===== src/rtl/ws2812_pkg.sv =====
// Shared WS2812B timing, pulse/state encodings and pixel layout for the LED transmit and receive paths.
package ws2812_pkg;

    localparam real T0H           = 0.40e-6;
    localparam real T1H           = 0.80e-6;
    localparam real T_BIT         = 1.25e-6;
    localparam real T_RESET       = 50.0e-6;
    localparam real T_MIN_HIGH    = 0.15e-6;
    localparam real T_THRESH_HIGH = 0.60e-6;
    localparam real T_MAX_HIGH    = 1.50e-6;

    localparam int unsigned CNT_W     = 16;
    localparam int unsigned PIX_W     = 24;
    localparam int unsigned BIT_CNT_W = 5;

    typedef enum logic [1:0] {SYNC, IDLE, HIGH, LOW} state_t;

    typedef enum logic [1:0] {PULSE_GLITCH, PULSE_ZERO, PULSE_ONE, PULSE_ERROR} pulse_t;

    typedef struct packed {
        logic [7:0] r;
        logic [7:0] g;
        logic [7:0] b;
    } rgb_t;

    // Tiny bias keeps exact .5 products (e.g. 1.5us at 27MHz) from rounding down.
    function automatic int unsigned sec2cyc(input real t, input int unsigned clk_hz);
        return $rtoi(t * real'(clk_hz) + 0.5 + 1.0e-6);
    endfunction

    // Wire order is G,R,B; pixel payload is {R,G,B}.
    function automatic rgb_t wire_to_rgb(input logic [PIX_W-1:0] w);
        rgb_t p;
        p.g = w[23:16];
        p.r = w[15:8];
        p.b = w[7:0];
        return p;
    endfunction

endpackage


===== src/rtl/ws2812_receiver_if.sv =====
// Serial input and decoded-pixel outputs of the WS2812B receiver.
interface ws2812_receiver_if;
    import ws2812_pkg::*;

    logic din;
    rgb_t rgb_data;
    logic rgb_valid;
    logic frame_end;
    logic bit_error;
    logic busy;
    logic dout;

    modport master (output din, input rgb_data, rgb_valid, frame_end, bit_error, busy, dout);
    modport slave  (input din, output rgb_data, rgb_valid, frame_end, bit_error, busy, dout);

endinterface


===== src/rtl/ws2812_pulse_meter.sv =====
// Synchronises din, measures high/low run lengths and classifies each high pulse.
module ws2812_pulse_meter
    import ws2812_pkg::*;
#(
    parameter int unsigned MIN_HIGH     = 4,
    parameter int unsigned THRESH_HIGH  = 16,
    parameter int unsigned MAX_HIGH     = 41,
    parameter int unsigned RESET_CYCLES = 1350
) (
    input  logic   clk,
    input  logic   rst,
    input  logic   din_i,
    output logic   din_s_o,
    output logic   rise_c_o,
    output logic   pulse_stb_c_o,
    output pulse_t pulse_code_c_o,
    output logic   gap_c_o
);

    localparam logic [CNT_W-1:0] CNT_SAT  = '1;
    localparam logic [CNT_W-1:0] MIN_C    = CNT_W'(MIN_HIGH);
    localparam logic [CNT_W-1:0] THRESH_C = CNT_W'(THRESH_HIGH);
    localparam logic [CNT_W-1:0] MAX_C    = CNT_W'(MAX_HIGH);
    localparam logic [CNT_W-1:0] GAP_C    = CNT_W'(RESET_CYCLES - 1);

    logic             meta_q, din_s_q, lvl_q;
    logic [CNT_W-1:0] high_cnt_q, high_cnt_d;
    logic [CNT_W-1:0] low_cnt_q, low_cnt_d;
    logic             fall_c, at_max_c;

    function automatic logic [CNT_W-1:0] sat_inc(input logic [CNT_W-1:0] v);
        return (v == CNT_SAT) ? v : v + CNT_W'(1);
    endfunction

    // Run-length counters: each holds the length of the current run of its level.
    always_comb begin
        high_cnt_d = high_cnt_q;
        low_cnt_d  = low_cnt_q;
        if (din_s_q) begin
            high_cnt_d = lvl_q ? sat_inc(high_cnt_q) : CNT_W'(1);
            low_cnt_d  = '0;
        end else begin
            low_cnt_d  = lvl_q ? CNT_W'(1) : sat_inc(low_cnt_q);
        end
    end

    always_ff @(posedge clk or negedge rst) begin
        if (!rst) begin
            meta_q     <= 1'b0;
            din_s_q    <= 1'b0;
            lvl_q      <= 1'b0;
            high_cnt_q <= '0;
            low_cnt_q  <= '0;
        end else begin
            meta_q     <= din_i;
            din_s_q    <= meta_q;
            lvl_q      <= din_s_q;
            high_cnt_q <= high_cnt_d;
            low_cnt_q  <= low_cnt_d;
        end
    end

    // Over-long highs strobe once, the cycle the count reaches MAX_HIGH.
    always_comb begin
        fall_c         = ~din_s_q & lvl_q;
        at_max_c       = lvl_q & (high_cnt_q == MAX_C);
        rise_c_o       = din_s_q & ~lvl_q;
        pulse_stb_c_o  = at_max_c | (fall_c & (high_cnt_q < MAX_C));
        pulse_code_c_o = PULSE_ZERO;
        if (high_cnt_q >= MAX_C) begin
            pulse_code_c_o = PULSE_ERROR;
        end else if (high_cnt_q < MIN_C) begin
            pulse_code_c_o = PULSE_GLITCH;
        end else if (high_cnt_q >= THRESH_C) begin
            pulse_code_c_o = PULSE_ONE;
        end
        gap_c_o = ~din_s_q & (low_cnt_q == GAP_C);
    end

    assign din_s_o = din_s_q;

endmodule


===== src/rtl/ws2812_receiver.sv =====
// WS2812B receiver: decodes the first pixel of each frame and forwards the rest of the stream.
module ws2812_receiver
    import ws2812_pkg::*;
#(
    parameter int unsigned CLK_FREQ   = 27_000_000,
    parameter real         RESET_TIME = 50.0e-6
) (
    input logic              clk,
    input logic              rst,
    ws2812_receiver_if.slave bus
);

    localparam int unsigned MIN_HIGH     = sec2cyc(T_MIN_HIGH, CLK_FREQ);
    localparam int unsigned THRESH_HIGH  = sec2cyc(T_THRESH_HIGH, CLK_FREQ);
    localparam int unsigned MAX_HIGH     = sec2cyc(T_MAX_HIGH, CLK_FREQ);
    localparam int unsigned RESET_CYCLES = sec2cyc(RESET_TIME, CLK_FREQ);
    localparam logic [BIT_CNT_W-1:0] LAST_BIT = BIT_CNT_W'(PIX_W - 1);

    logic   din_s, rise_c, pulse_stb_c, gap_c, data_bit_c;
    pulse_t pulse_code_c;

    state_t               state_q, state_d;
    logic [BIT_CNT_W-1:0] bit_cnt_q, bit_cnt_d;
    logic                 consumed_q, consumed_d;
    logic [PIX_W-2:0]     shift_q, shift_d;
    rgb_t                 rgb_q, rgb_d;
    logic                 valid_q, valid_d;
    logic                 frame_end_q, frame_end_d;
    logic                 bit_error_q, bit_error_d;
    logic                 busy_q, busy_d;
    logic                 dout_q, dout_d;

    ws2812_pulse_meter #(
        .MIN_HIGH     (MIN_HIGH),
        .THRESH_HIGH  (THRESH_HIGH),
        .MAX_HIGH     (MAX_HIGH),
        .RESET_CYCLES (RESET_CYCLES)
    ) u_meter (
        .clk            (clk),
        .rst            (rst),
        .din_i          (bus.din),
        .din_s_o        (din_s),
        .rise_c_o       (rise_c),
        .pulse_stb_c_o  (pulse_stb_c),
        .pulse_code_c_o (pulse_code_c),
        .gap_c_o        (gap_c)
    );

    assign data_bit_c = (pulse_code_c == PULSE_ONE);

    always_comb begin
        state_d     = state_q;
        bit_cnt_d   = bit_cnt_q;
        consumed_d  = consumed_q;
        shift_d     = shift_q;
        rgb_d       = rgb_q;
        valid_d     = 1'b0;
        frame_end_d = 1'b0;
        bit_error_d = 1'b0;

        case (state_q)
            SYNC: begin
                if (gap_c) state_d = IDLE;
            end
            IDLE: begin
                bit_cnt_d  = '0;
                consumed_d = 1'b0;
                if (rise_c) state_d = HIGH;
            end
            HIGH: begin
                if (pulse_stb_c) begin
                    state_d = LOW;
                    if (pulse_code_c == PULSE_ERROR) begin
                        state_d     = SYNC;
                        bit_error_d = 1'b1;
                        bit_cnt_d   = '0;
                        consumed_d  = 1'b0;
                    end else if (pulse_code_c != PULSE_GLITCH && !consumed_q) begin
                        if (bit_cnt_q == LAST_BIT) begin
                            rgb_d      = wire_to_rgb({shift_q, data_bit_c});
                            valid_d    = 1'b1;
                            consumed_d = 1'b1;
                            bit_cnt_d  = '0;
                        end else begin
                            shift_d   = {shift_q[PIX_W-3:0], data_bit_c};
                            bit_cnt_d = bit_cnt_q + BIT_CNT_W'(1);
                        end
                    end
                end
            end
            LOW: begin
                if (rise_c) begin
                    state_d = HIGH;
                end else if (gap_c) begin
                    state_d     = IDLE;
                    frame_end_d = 1'b1;
                    bit_cnt_d   = '0;
                    consumed_d  = 1'b0;
                end
            end
            default: state_d = SYNC;
        endcase

        // Only the part of the frame after our own pixel is passed downstream.
        dout_d = consumed_q & ((state_q == HIGH) | (state_q == LOW)) & din_s;
        busy_d = (state_d == HIGH) | (state_d == LOW);
    end

    always_ff @(posedge clk or negedge rst) begin
        if (!rst) begin
            state_q     <= SYNC;
            bit_cnt_q   <= '0;
            consumed_q  <= 1'b0;
            shift_q     <= '0;
            rgb_q       <= '0;
            valid_q     <= 1'b0;
            frame_end_q <= 1'b0;
            bit_error_q <= 1'b0;
            busy_q      <= 1'b0;
            dout_q      <= 1'b0;
        end else begin
            state_q     <= state_d;
            bit_cnt_q   <= bit_cnt_d;
            consumed_q  <= consumed_d;
            shift_q     <= shift_d;
            rgb_q       <= rgb_d;
            valid_q     <= valid_d;
            frame_end_q <= frame_end_d;
            bit_error_q <= bit_error_d;
            busy_q      <= busy_d;
            dout_q      <= dout_d;
        end
    end

    assign bus.rgb_data  = rgb_q;
    assign bus.rgb_valid = valid_q;
    assign bus.frame_end = frame_end_q;
    assign bus.bit_error = bit_error_q;
    assign bus.busy      = busy_q;
    assign bus.dout      = dout_q;

endmodule

===== src/flat_wrapper.sv =====
// flat-port wrapper written by rule: the top's interface ports become plain ports
module ws2812_receiver_flat import ws2812_pkg::*;
#(
    parameter int unsigned CLK_FREQ   = 27_000_000,
    parameter real         RESET_TIME = 50.0e-6
)
  (clk, rst, bus_din, bus_rgb_data, bus_rgb_valid, bus_frame_end, bus_bit_error, bus_busy, bus_dout);
  ws2812_receiver_if bus_i ();
  input logic clk;
  input logic rst;
  input wire logic [$bits(bus_i.din)-1:0] bus_din;
  output wire logic [$bits(bus_i.rgb_data)-1:0] bus_rgb_data;
  output wire logic [$bits(bus_i.rgb_valid)-1:0] bus_rgb_valid;
  output wire logic [$bits(bus_i.frame_end)-1:0] bus_frame_end;
  output wire logic [$bits(bus_i.bit_error)-1:0] bus_bit_error;
  output wire logic [$bits(bus_i.busy)-1:0] bus_busy;
  output wire logic [$bits(bus_i.dout)-1:0] bus_dout;
  assign bus_i.din = bus_din;
  assign bus_rgb_data = bus_i.rgb_data;
  assign bus_rgb_valid = bus_i.rgb_valid;
  assign bus_frame_end = bus_i.frame_end;
  assign bus_bit_error = bus_i.bit_error;
  assign bus_busy = bus_i.busy;
  assign bus_dout = bus_i.dout;
  ws2812_receiver #(.CLK_FREQ(CLK_FREQ), .RESET_TIME(RESET_TIME)) u_core (.clk(clk), .rst(rst), .bus(bus_i));
endmodule

===== config.mk =====
export PLATFORM = sky130hd
export DESIGN_NAME = ws2812_receiver_flat
export DESIGN_NICKNAME = d
export VERILOG_FILES = /design/src/rtl/ws2812_pkg.sv /design/src/rtl/ws2812_receiver_if.sv /design/src/rtl/ws2812_pulse_meter.sv /design/src/rtl/ws2812_receiver.sv /design/src/flat_wrapper.sv
export SDC_FILE = /design/constraint.sdc
export NUM_CORES = 1
export LEC_CHECK = 0
export BUFFER_PORTS_ARGS = -buffer_cell sky130_fd_sc_hd__buf_2
export CORE_MARGIN = 4
export CORE_UTILIZATION = 50
export DETAILED_ROUTE_END_ITERATION = 10
export PLACE_DENSITY = 0.73
export SETUP_SLACK_MARGIN = 0.4
export SKIP_CTS_REPAIR_TIMING = 1
export SYNTH_ARGS = -nofsm -noshare
export SYNTH_HDL_FRONTEND = slang
export SYNTH_SLANG_ARGS = --single-unit

===== constraint.sdc =====
create_clock -name clk -period 4.3 [get_ports clk]
set_input_delay 0.43 -clock clk [delete_from_list [all_inputs] [get_ports clk]]
set_output_delay 0.43 -clock clk [all_outputs]
set_load 0.02 [all_outputs]

# Yosys cells after proc, flatten, opt, wreduce, memory -nomap -nowiden
# Cells that the tools add are included.
# op_classes
n_addsub	3
order_cmp	4
n_eq_ne	19
muxes	39
n_bitwise	14
reduce_logical	10
# op_table
cell	count
16-bit 2-to-1 mux	5
16-bit by 1-bit adder with 16-bit output, second input constant	2
16-bit == test, second input constant	2
5-bit 2-to-1 mux	6
1-bit 2-to-1 mux	17
16-bit by 11-bit == test with 1-bit output, second input constant	1
16-bit by 6-bit == test with 1-bit output, second input constant	1
16-bit by 5-bit >= comparator with 1-bit output, second input constant	1
16-bit by 6-bit >= comparator with 1-bit output, second input constant	1
16-bit by 3-bit less-than comparator with 1-bit output, second input constant	1
16-bit by 6-bit less-than comparator with 1-bit output, second input constant	1
2-bit 2-to-1 mux	8
5-bit case mux with 3 select lines	1
5-bit AND reduction	3
2-bit == test, second input constant	6
2-bit case mux with 4 select lines	1
1-bit AND	7
3-bit by 1-bit inequality test with 1-bit output, second input constant	2
6-bit AND reduction	1
5-bit by 1-bit adder with 5-bit output, second input constant	1
5-bit == test, second input constant	1
2-bit by 1-bit inequality test with 1-bit output, second input constant	2
2-bit inequality test, second input constant	2
1-bit NOT	4
other kinds (10)	12
# word_totals
reg_bits	95
inputBits	3
output_inout_bits	29
word_cells	106

# Longest topological paths before layout
# Gate-level depths: netlist of the first run.
# logic_depth
ltp_word	10
ltp_mapped	8

# Cells and area by module
# A second synthesis of the first run with hierarchy kept.
# hier_totals
hier_cells	416
hier_area_um2	4677.0
# modules_own_cells
mod	instances	cells_per_inst	area_each_um2	seq_area_each_um2
ws2812_receiver	1	166	2501.1	1501.4
ws2812_pulse_meter	1	250	2175.8	875.8

# Least setup slack after synthesis of the first run
# OpenSTA, ideal clock, no wires.
# synth_timing
path_type	flip-flop to flip-flop
start	register u_core.u_meter.high_cnt_q[4]
end	register u_core.shift_q[0]
setup_ns	0.125
t_arrival_ns	2.314
t_required_ns	4.175
setup_slack_ns	1.861
path_stages_with_launch	8
synth_period_minus_slack_ns	2.439
path_cell_list	dfrtp_1 -> buf_2 -> or3_4 -> or4_4 -> a31oi_4 -> nand4_4 -> buf_6 -> mux2_4
# synth_via
elab_chain_cells	7
elab_cells_between_ends	17
cone_classes	4 x order compare; 3 x eq/ne; 3 x mux; 4 x bitwise; 3 x reduce/logical
# synth_rtl
element	line_no	text
from (decl)	ws2812_pulse_meter.sv:27	logic [CNT_W-1:0] high_cnt_q, high_cnt_d;
from (signal assigned)	ws2812_pulse_meter.sv:58	high_cnt_q <= high_cnt_d;
16-bit by 5-bit >= comparator with 1-bit output	ws2812_pulse_meter.sv:74	end else if (high_cnt_q >= THRESH_C) begin
2-bit 2-to-1 mux	ws2812_pulse_meter.sv:74	
2-bit 2-to-1 mux	ws2812_pulse_meter.sv:72	end else if (high_cnt_q < MIN_C) begin
2-bit 2-to-1 mux	ws2812_pulse_meter.sv:70	if (high_cnt_q >= MAX_C) begin
2-bit == test / 2-bit nonzero test (equally long branches)	ws2812_receiver.sv:73, ws2812_receiver.sv:78	
1-bit NOT (no line) / 1-bit logical AND (equally long branches)	-	
5-bit AND reduction (no line)	-	
to (signal assigned)	ws2812_receiver.sv:125	shift_q <= shift_d;
to (decl)	ws2812_receiver.sv:25	logic [PIX_W-2:0] shift_q, shift_d;
# Parallel ways exist; a longest one is shown, timed or not.
# A chain may end at the register's enable or synchronous reset.

# Final worst setup path of the first run
# layout_timing
start	register u_core.u_meter.high_cnt_q[0]
end	register u_core.shift_q[18]
# layout_via
elab_chain_cells	7
elab_cells_between_ends	16
cone_classes	4 x order compare; 2 x eq/ne; 3 x mux; 4 x bitwise; 3 x reduce/logical
# layout_rtl
element	line_no
16-bit by 5-bit >= comparator with 1-bit output	ws2812_pulse_meter.sv:74
2-bit 2-to-1 mux	ws2812_pulse_meter.sv:74
2-bit 2-to-1 mux	ws2812_pulse_meter.sv:72
2-bit 2-to-1 mux	ws2812_pulse_meter.sv:70
2-bit == test / 2-bit nonzero test (equally long branches)	ws2812_receiver.sv:73, ws2812_receiver.sv:78
1-bit NOT (no line) / 1-bit logical AND (equally long branches)	-
5-bit AND reduction (no line) (*)	-
# Mark *: on every way between the ends. The rest lies on a longest branch, timed or not.

==> results of run 1 <==
## cell families (layout without fill, tap and decap cells)
family / after synthesis / in the layout
flops: 95 / 95
simple gates: 129 / 129
buf+inv: 24 / 54
xor+xnor: 23 / 23
fa+ha+maj: 6 / 6
mux: 47 / 47
compound gates: 48 / 48
## sequential cells by signal, indices dropped and copies added, names as in the netlist
register                   flops
u_core.bus.frame_end           1
u_core.bus.dout                1
u_core.bus.busy                1
u_core.bus.bit_error           1
u_core.bit_cnt_q               5
u_core.u_meter.low_cnt_q      16
u_core.u_meter.high_cnt_q     16
u_core.u_meter.lvl_q           1
u_core.state_q                 2
u_core.shift_q                23
u_core.bus.rgb_valid           1
u_core.consumed_q              1
u_core.bus.rgb_data           24
u_core.u_meter.meta_q          1
u_core.u_meter.din_s_o         1
## power breakdown
part / internal [mW] / switching [mW]
Combinational: 0.0174 / 0.0437
Sequential: 0.901 / 0.0168
Clock: 0.277 / 0.324
## stage by stage
stage | utilization, % | cell area, um2 | power, mW | setup WS, ps
finish | 56.1 | 4890 | 1.58 | 1270
global route | 56.1 | 4890 | 1.65 | 1030
CTS | 56.1 | 4890 | 1.61 | 1260
detailed placement | 53.8 | 4690 | 0.998 | 1270
global placement | 53.8 | 4690 | 0.995 | 1370
floorplan | - | 4490 | 0.968 | 1860
## final cells by class
| class | instances | share of cell area (%) |
|---|---|---|
| clock buffers | 10 | 2.61 |
| clock inverters | 6 | 1.51 |
| inverters | 6 | 0.460 |
| multi-input cells | 253 | 40.7 |
| flip-flops and latches | 95 | 48.6 |
| well taps | 108 | 2.76 |
| repair buffers | 32 | 3.38 |
## layer usage
| layer | global-route usage [%] | vias to the layer above |
|---|---|---|
| met5 | 0 | - |
| met4 | 4.78 | 0 |
| met3 | 3.72 | 12 |
| met2 | 24.6 | 48 |
| met1 | 22.1 | 1427 |
| li1 | - | 1379 |
## cells in the mapped netlist, types with 4 or more instances
library cell	count	area share, %
inv_1	6	0.50
nand2_1	23	1.9
xnor2_1	6	1.2
dfrtp_1	95	53
a31oi_1	5	0.70
nor3_1	5	0.56
buf_6	4	1.0
a21oi_1	12	1.3
nand4_1	10	1.4
mux2_2	9	2.3
xor2_1	17	3.3
and3_1	9	1.3
ha_1	6	1.7
clkbuf_1	10	0.84
nand3_1	14	1.6
o21ai_0	11	1.2
and4_1	5	0.98
nor2_1	36	3.0
mux2_4	38	13
or3_1	4	0.56
## worst paths after layout
kind | from | endpoint | slack, ps | cells past startpoint
setup / recovery | u_core.u_meter.high_cnt_q[0] | u_core.shift_q[18] | 1270 | 7
hold / removal | rst | u_core.shift_q[17] | 180 | 1
setup reg to reg | u_core.u_meter.high_cnt_q[0] | u_core.shift_q[18] | 1270 | 7
hold reg to reg | u_core.u_meter.meta_q | u_core.u_meter.din_s_o | 360 | 0
max in group asynchronous | rst | u_core.u_meter.high_cnt_q[1] | 3270 | 2
min in group clk | bus_din | u_core.u_meter.meta_q | 180 | 1
## worst register-to-register path: stages (launching register included)
cell	delay (ps)
dfrtp_1	460
inv_1	110
ha_1	170
nor3b_1	200
o31ai_1	130
nor3_1	720
nand4_4	610
mux2_4	510
## placed cells by master, fill, tap and decap left out, types with 2 or more instances in the layout
cell,instances
nand3_1,14
and3_1,9
ha_1,6
a31oi_1,5
a31o_2,2
o31ai_1,2
and4_1,5
a211oi_1,2
xnor2_1,6
or2_2,2
mux2_2,9
nor2_1,36
nand4_4,2
dfrtp_1,95
nand4_1,10
nor4b_1,3
o211ai_1,2
clkinvlp_4,2
nand4b_1,2
buf_4,2
xor2_1,17
inv_1,6
or3_1,4
nand2_1,23
buf_2,30
nor2b_1,3
o21ai_0,11
nor3_1,5
a21oi_1,12
inv_6,2
clkbuf_8,9
mux2_4,38
nor4_1,3
==> flow_summary_export.csv, run 1 <==
group,metric,value,unit
route,route.met3.wl,256,um
grt,grt_pass1_vias,2742,
logic_synthesis,synthSimpleGateAreaFrac,15.8,%
cells_and_area,seq_area,2380,um2
clocking,cts_buffers,9,
floorplanning,die_x,103,um
logic_synthesis,ys_seq_elements,95,
logic_synthesis,synth_compound_area_share,7.36,%
critical_path,end_kind,"register",
floorplanning,core-area,8720,um2
route,ant_nets,0,
route,wl_met1,3.86,mm
clocking,h-tree-depth,3,
route,dr_wl_met2,3.71,mm
pwr,p_leak,2.47,nW
cells_and_area,instances_no_fill,510,
critical_path,max_stage_delay,720,ps
clocking,clockBufferDepth,2,
cells_and_area,syn2layout_area_growth,8.92,%
floorplanning,die_area,10600,um2
cells_and_area,n_fill_cell,701,
cells_and_area,antennaDiodeCount,0,
logic_synthesis,synth_cell_type_count,52,
logic_synthesis,muxShareOfSynthArea,15.0,%
critical_path,cp-start-kind,"register",
critical_path,cp_max_fo,25,
sta,rsz0062_at_grt,"false",
sta,final_max_slew_viol_count,0,
grt,grt_pass1_wl,13.3,mm
clocking,cts_sinks,95,
cells_and_area,fin_nets,406,
grt,grt_usage,15.8,%
logic_synthesis,synth_nets,381,
cells_and_area,drive_above_1_share,26.1,%
place,portBuffers,31,
logic_synthesis,yosysSeqAreaShare,52.9,%
grt,overflow,0,
sta,hold_ws,182,ps
logic_synthesis,synth-edff-count,0,
floorplanning,rows,34,
sta,post-route-period-util,70.4,%
route,dr.pass1.iters,4,
clocking,path_clk_slew,100,ps
sta,clock_skew,12.2,ps
route,num_vias,2866,
hold_path,hold_path.class,"input pin to asynchronous set/reset pin",
floorplanning,start_util,51.5,%
critical_path,path_cells,"inv_1 -> ha_1 -> nor3b_1 -> o31ai_1 -> nor3_1 -> nand4_4 -> mux2_4",
critical_path,path_class,"register to register",
floorplanning,fp.dieH,103,um
sta,tightest_slew,1100,ps
logic_synthesis,synth_fa_ha_area_share,1.67,%
critical_path,arrival,3270,ps
cells_and_area,multi_input_area,1990,um2
logic_synthesis,yosysWarningCount,0,
sta,finalSetupViolCount,0,
clocking,cts_tree,"built",
sta,clock.fmax,0.330,GHz
clocking,clk_latency,360,ps
logic_synthesis,synth_xor_area_share,4.49,%
critical_path,required,4540,ps
pwr,p_per_area,323,nW/um2
sta,slew_headroom,26.2,%
place,gp_congestion,0.793,
critical_path,critical_path.top_delay_family,"simple AND/OR/NAND/NOR gates",
run,maxCapViolations,0,
logic_synthesis,avgSynthCellArea,12.1,um2
grt,grt_max_degree,72,
route,wl,7.96,mm
status,status,"finished clean",
route,wire_per_inst,15.6,um
pwr,ir_drop,0.165,mV
place,dp_cells,494,
sta,hold_viol_final,0,
logic_synthesis,synth_top_family_by_area,"simple AND/OR/NAND/NOR gates",
logic_synthesis,synthFlopType,"dfrtp_1",
floorplanning,io_pins,32,
logic_synthesis,netlist_area,4490,um2
route,drt_iter0_drc,111,
logic_synthesis,synth_cells,372,
route,drc_errors,0,
route,vias_per_cell,5.62,
critical_path,cp_num_buf_inv,1,
grt,antenna_found_initial,0,
sta,finalSetupTns,0,ps
logic_synthesis,synthArstFlopShare,100,%
clocking,root_buffer,"clkbuf_8",
critical_path,critPathSlowestCell,"nor3_1",
place,dpl.hpwl,5.31,mm
route,top_layer,"met4",
sta,fin_crit,3030,ps
(Power assumes the default switching activity.)
==> run 2: changes to the inputs <==
ABC_AREA = 1   (was default)
clock period = 3 ns   (was 4.3 ns; I/O delays follow)
==> run 2 against run 1 <==
Effect of this change: the flow now finishes with violations (hold timing); via count grew 35%; die area up 6.2%; area after synthesis is 6.7% higher; fmax is 28% higher; global-route usage is 2.0 points higher; total power up 45%; critical path type unchanged; largest power group unchanged.
==> flow_summary_export.csv, run 2 <==
group,metric,value,unit
status,status,"finished, violations left",
status,violations,"hold timing",
route,ant_nets,0,
sta,post-route-period-util,79.1,%
logic_synthesis,netlist_area,4790,um2
critical_path,critical_path.top_delay_family,"simple AND/OR/NAND/NOR gates",
logic_synthesis,synthTopCellsByArea,"dfrtp_1 (50%), nand2_1 (8.3%), inv_1 (5.6%)",
floorplanning,rows,35,
sta,finalSetupViolCount,0,
clocking,cts_sinks,95,
route,drt_iter0_drc,245,
critical_path,path_cells,"inv_1 -> ha_1 -> nand2_1 -> nor2_2 -> nand2_1 -> nor2_2 -> nand2_1 -> nand2_2 -> nand4_4 -> nand2_1 -> o21ai_1",
grt,overflow,0,
critical_path,end_kind,"register",
floorplanning,start_util,51.6,%
clocking,clockBufferDepth,2,
sta,finalSetupTns,0,ps
logic_synthesis,yosysSeqAreaShare,49.6,%
logic_synthesis,synthFlopType,"dfrtp_1",
cells_and_area,final_area,5270,um2
logic_synthesis,synth_top_cells_by_count,"nand2_1 (106), dfrtp_1 (95), inv_1 (72), nor2_1 (49), nand3_1 (44)",
route,dr.pass1.iters,5,
floorplanning,fp.dieH,106,um
route,wl,9.89,mm
critical_path,ff2ff_path_depth,11,
cells_and_area,n_fill_cell,822,
sta,fin_crit,2370,ps
cells_and_area,syn2layout_area_growth,10.0,%
logic_synthesis,post-synth-top-area-cell,"dfrtp_1",
run,maxCapViolations,0,
grt,grt_pass1_wl,16.7,mm
cells_and_area,largest_register_ffs,24,
grt,antenna_found_initial,0,
place,placedInstanceArea,5050,um2
logic_synthesis,yosysMostFrequentCell,"nand2_1",
sta,hold_viol_final,42,
cells_and_area,final_cell_mix,"nand2_1 (106), dfrtp_1 (95), inv_1 (72)",
pwr,ir_drop,0.247,mV
sta,tightest_slew,698,ps
logic_synthesis,synth_cell_type_count,34,
sta,clock_skew,18.7,ps
logic_synthesis,yosysWarningCount,0,
grt,grt_max_degree,56,
clocking,clk_latency,370,ps
pwr,total_power,2.29,mW
cells_and_area,antennaDiodeCount,0,
logic_synthesis,synth-edff-count,0,
clocking,cts_buffers,9,
critical_path,cp_max_fo,46,
route,drc_errors,0,
cells_and_area,instances_no_fill,735,
logic_synthesis,synth_cells,571,
critical_path,arrival,2600,ps
sta,slew_headroom,53.5,%
floorplanning,die_area,11200,um2
critical_path,critPathSlowestCell,"nand4_4",
logic_synthesis,ys_seq_elements,95,
clocking,h-tree-depth,3,
floorplanning,io_pins,32,
floorplanning,die_x,106,um
critical_path,cp-start-kind,"register",
sta,final_max_slew_viol_count,0,
clocking,root_buffer,"clkbuf_8",
critical_path,path_class,"register to register",
logic_synthesis,avgSynthCellArea,8.39,um2
route,num_vias,3881,
critical_path,max_stage_delay,510,ps
cells_and_area,layout_commonest_cell,"nand2_1",
logic_synthesis,synthArstFlopShare,100,%
place,gp_congestion,0.917,
pwr,p_per_area,435,nW/um2
logic_synthesis,synth_nets,580,
pwr,p_leak,2.42,nW
place,dp_cells,718,
sta,hold_ws,-30.6,ps
critical_path,path_common_cell,"nand2_1",
critical_path,cp.depth,11,
grt,grt_usage,17.9,%
cells_and_area,fin_nets,610,
sta,rsz0062_at_grt,"true",
route,wire_per_inst,13.5,um
cells_and_area,drive_above_1_share,17.7,%
route,vias_per_cell,5.28,
place,dpl.hpwl,6.81,mm
sta,clock.fmax,0.422,GHz
hold_path,hold_path.class,"input pin to asynchronous set/reset pin",
clocking,path_clk_slew,100,ps
logic_synthesis,yosysTopAreaCellShare,49.6,%
grt,grt_pass1_vias,3628,
critical_path,cp_num_buf_inv,1,
place,portBuffers,31,
clocking,cts_tree,"built",
floorplanning,core-area,9280,um2
critical_path,required,3230,ps
==> run 2: cell count changes after synthesis, sizes merged, moves of 6 or more <==
cell   before  now
inv         6   77
nand2      23  129
nor2       36   60
xnor2       6    0
o21ai      11   74
nand4      12   18
and3        9    0
nor3        5   12
nand3      14   45
mux2       47    0
xor2       17    5
==> run 2: worst paths after layout <==
path | from | end | slack, ps
min reg2reg | u_core.u_meter.meta_q | u_core.u_meter.din_s_o | 350
max in group asynchronous | rst | u_core.bus.busy | 2370
min in group clk | bus_din | u_core.u_meter.meta_q | 40
max | u_core.u_meter.high_cnt_q[1] | u_core.shift_q[13] | 630
max reg2reg | u_core.u_meter.high_cnt_q[1] | u_core.shift_q[13] | 630
min | rst | u_core.shift_q[8] | -30
==> run 2: power by group <==
group | leakage (nW) | switching (mW) | internal [mW]
registers | 1.31 | 0.0156 | 1.29
logic | 0.998 | 0.0771 | 0.0231
clock network | 0.104 | 0.483 | 0.403
total | 2.42 | 0.576 | 1.72
==> run 2: through the flow <==
step / util [%] / worst slack [ps]
after CTS: 56.6 / 483
after global routing: 56.8 / 371
after global placement: 54.4 / 575
final: 56.8 / 628
after detailed placement: 54.4 / 499
after floorplan: - / 1200
==> run 2: cell type report <==
type | instances | area, um2 | area share, %
sequential | 95 | 2380 | 45.1
multi-input combinational | 384 | 2050 | 38.8
inverter | 77 | 292 | 5.53
timing repair buffer | 34 | 193 | 3.65
tap | 129 | 161 | 3.06
clock buffer | 10 | 128 | 2.42
clock inverter | 6 | 76.3 | 1.45
==> run 2: logic make-up after synthesis <==
family	count (synthesis)	synth area share, %
flops	95	49.6
simple gates	271	27.4
xor+xnor	5	0.914
buf+inv	93	8.17
compound gates	101	12.4
fa+ha+maj	6	1.57
==> run 2: metal layers <==
| layer | part of all wire (%) | GRT usage (%) | wire (um) |
|---|---|---|---|
| met1 | 46 | 23.7 | 4590 |
| met5 | 0 | 0 | 0 |
| met4 | 1.6 | 5.83 | 161 |
| met2 | 48 | 29.6 | 4710 |
| met3 | 4.3 | 3.46 | 426 |
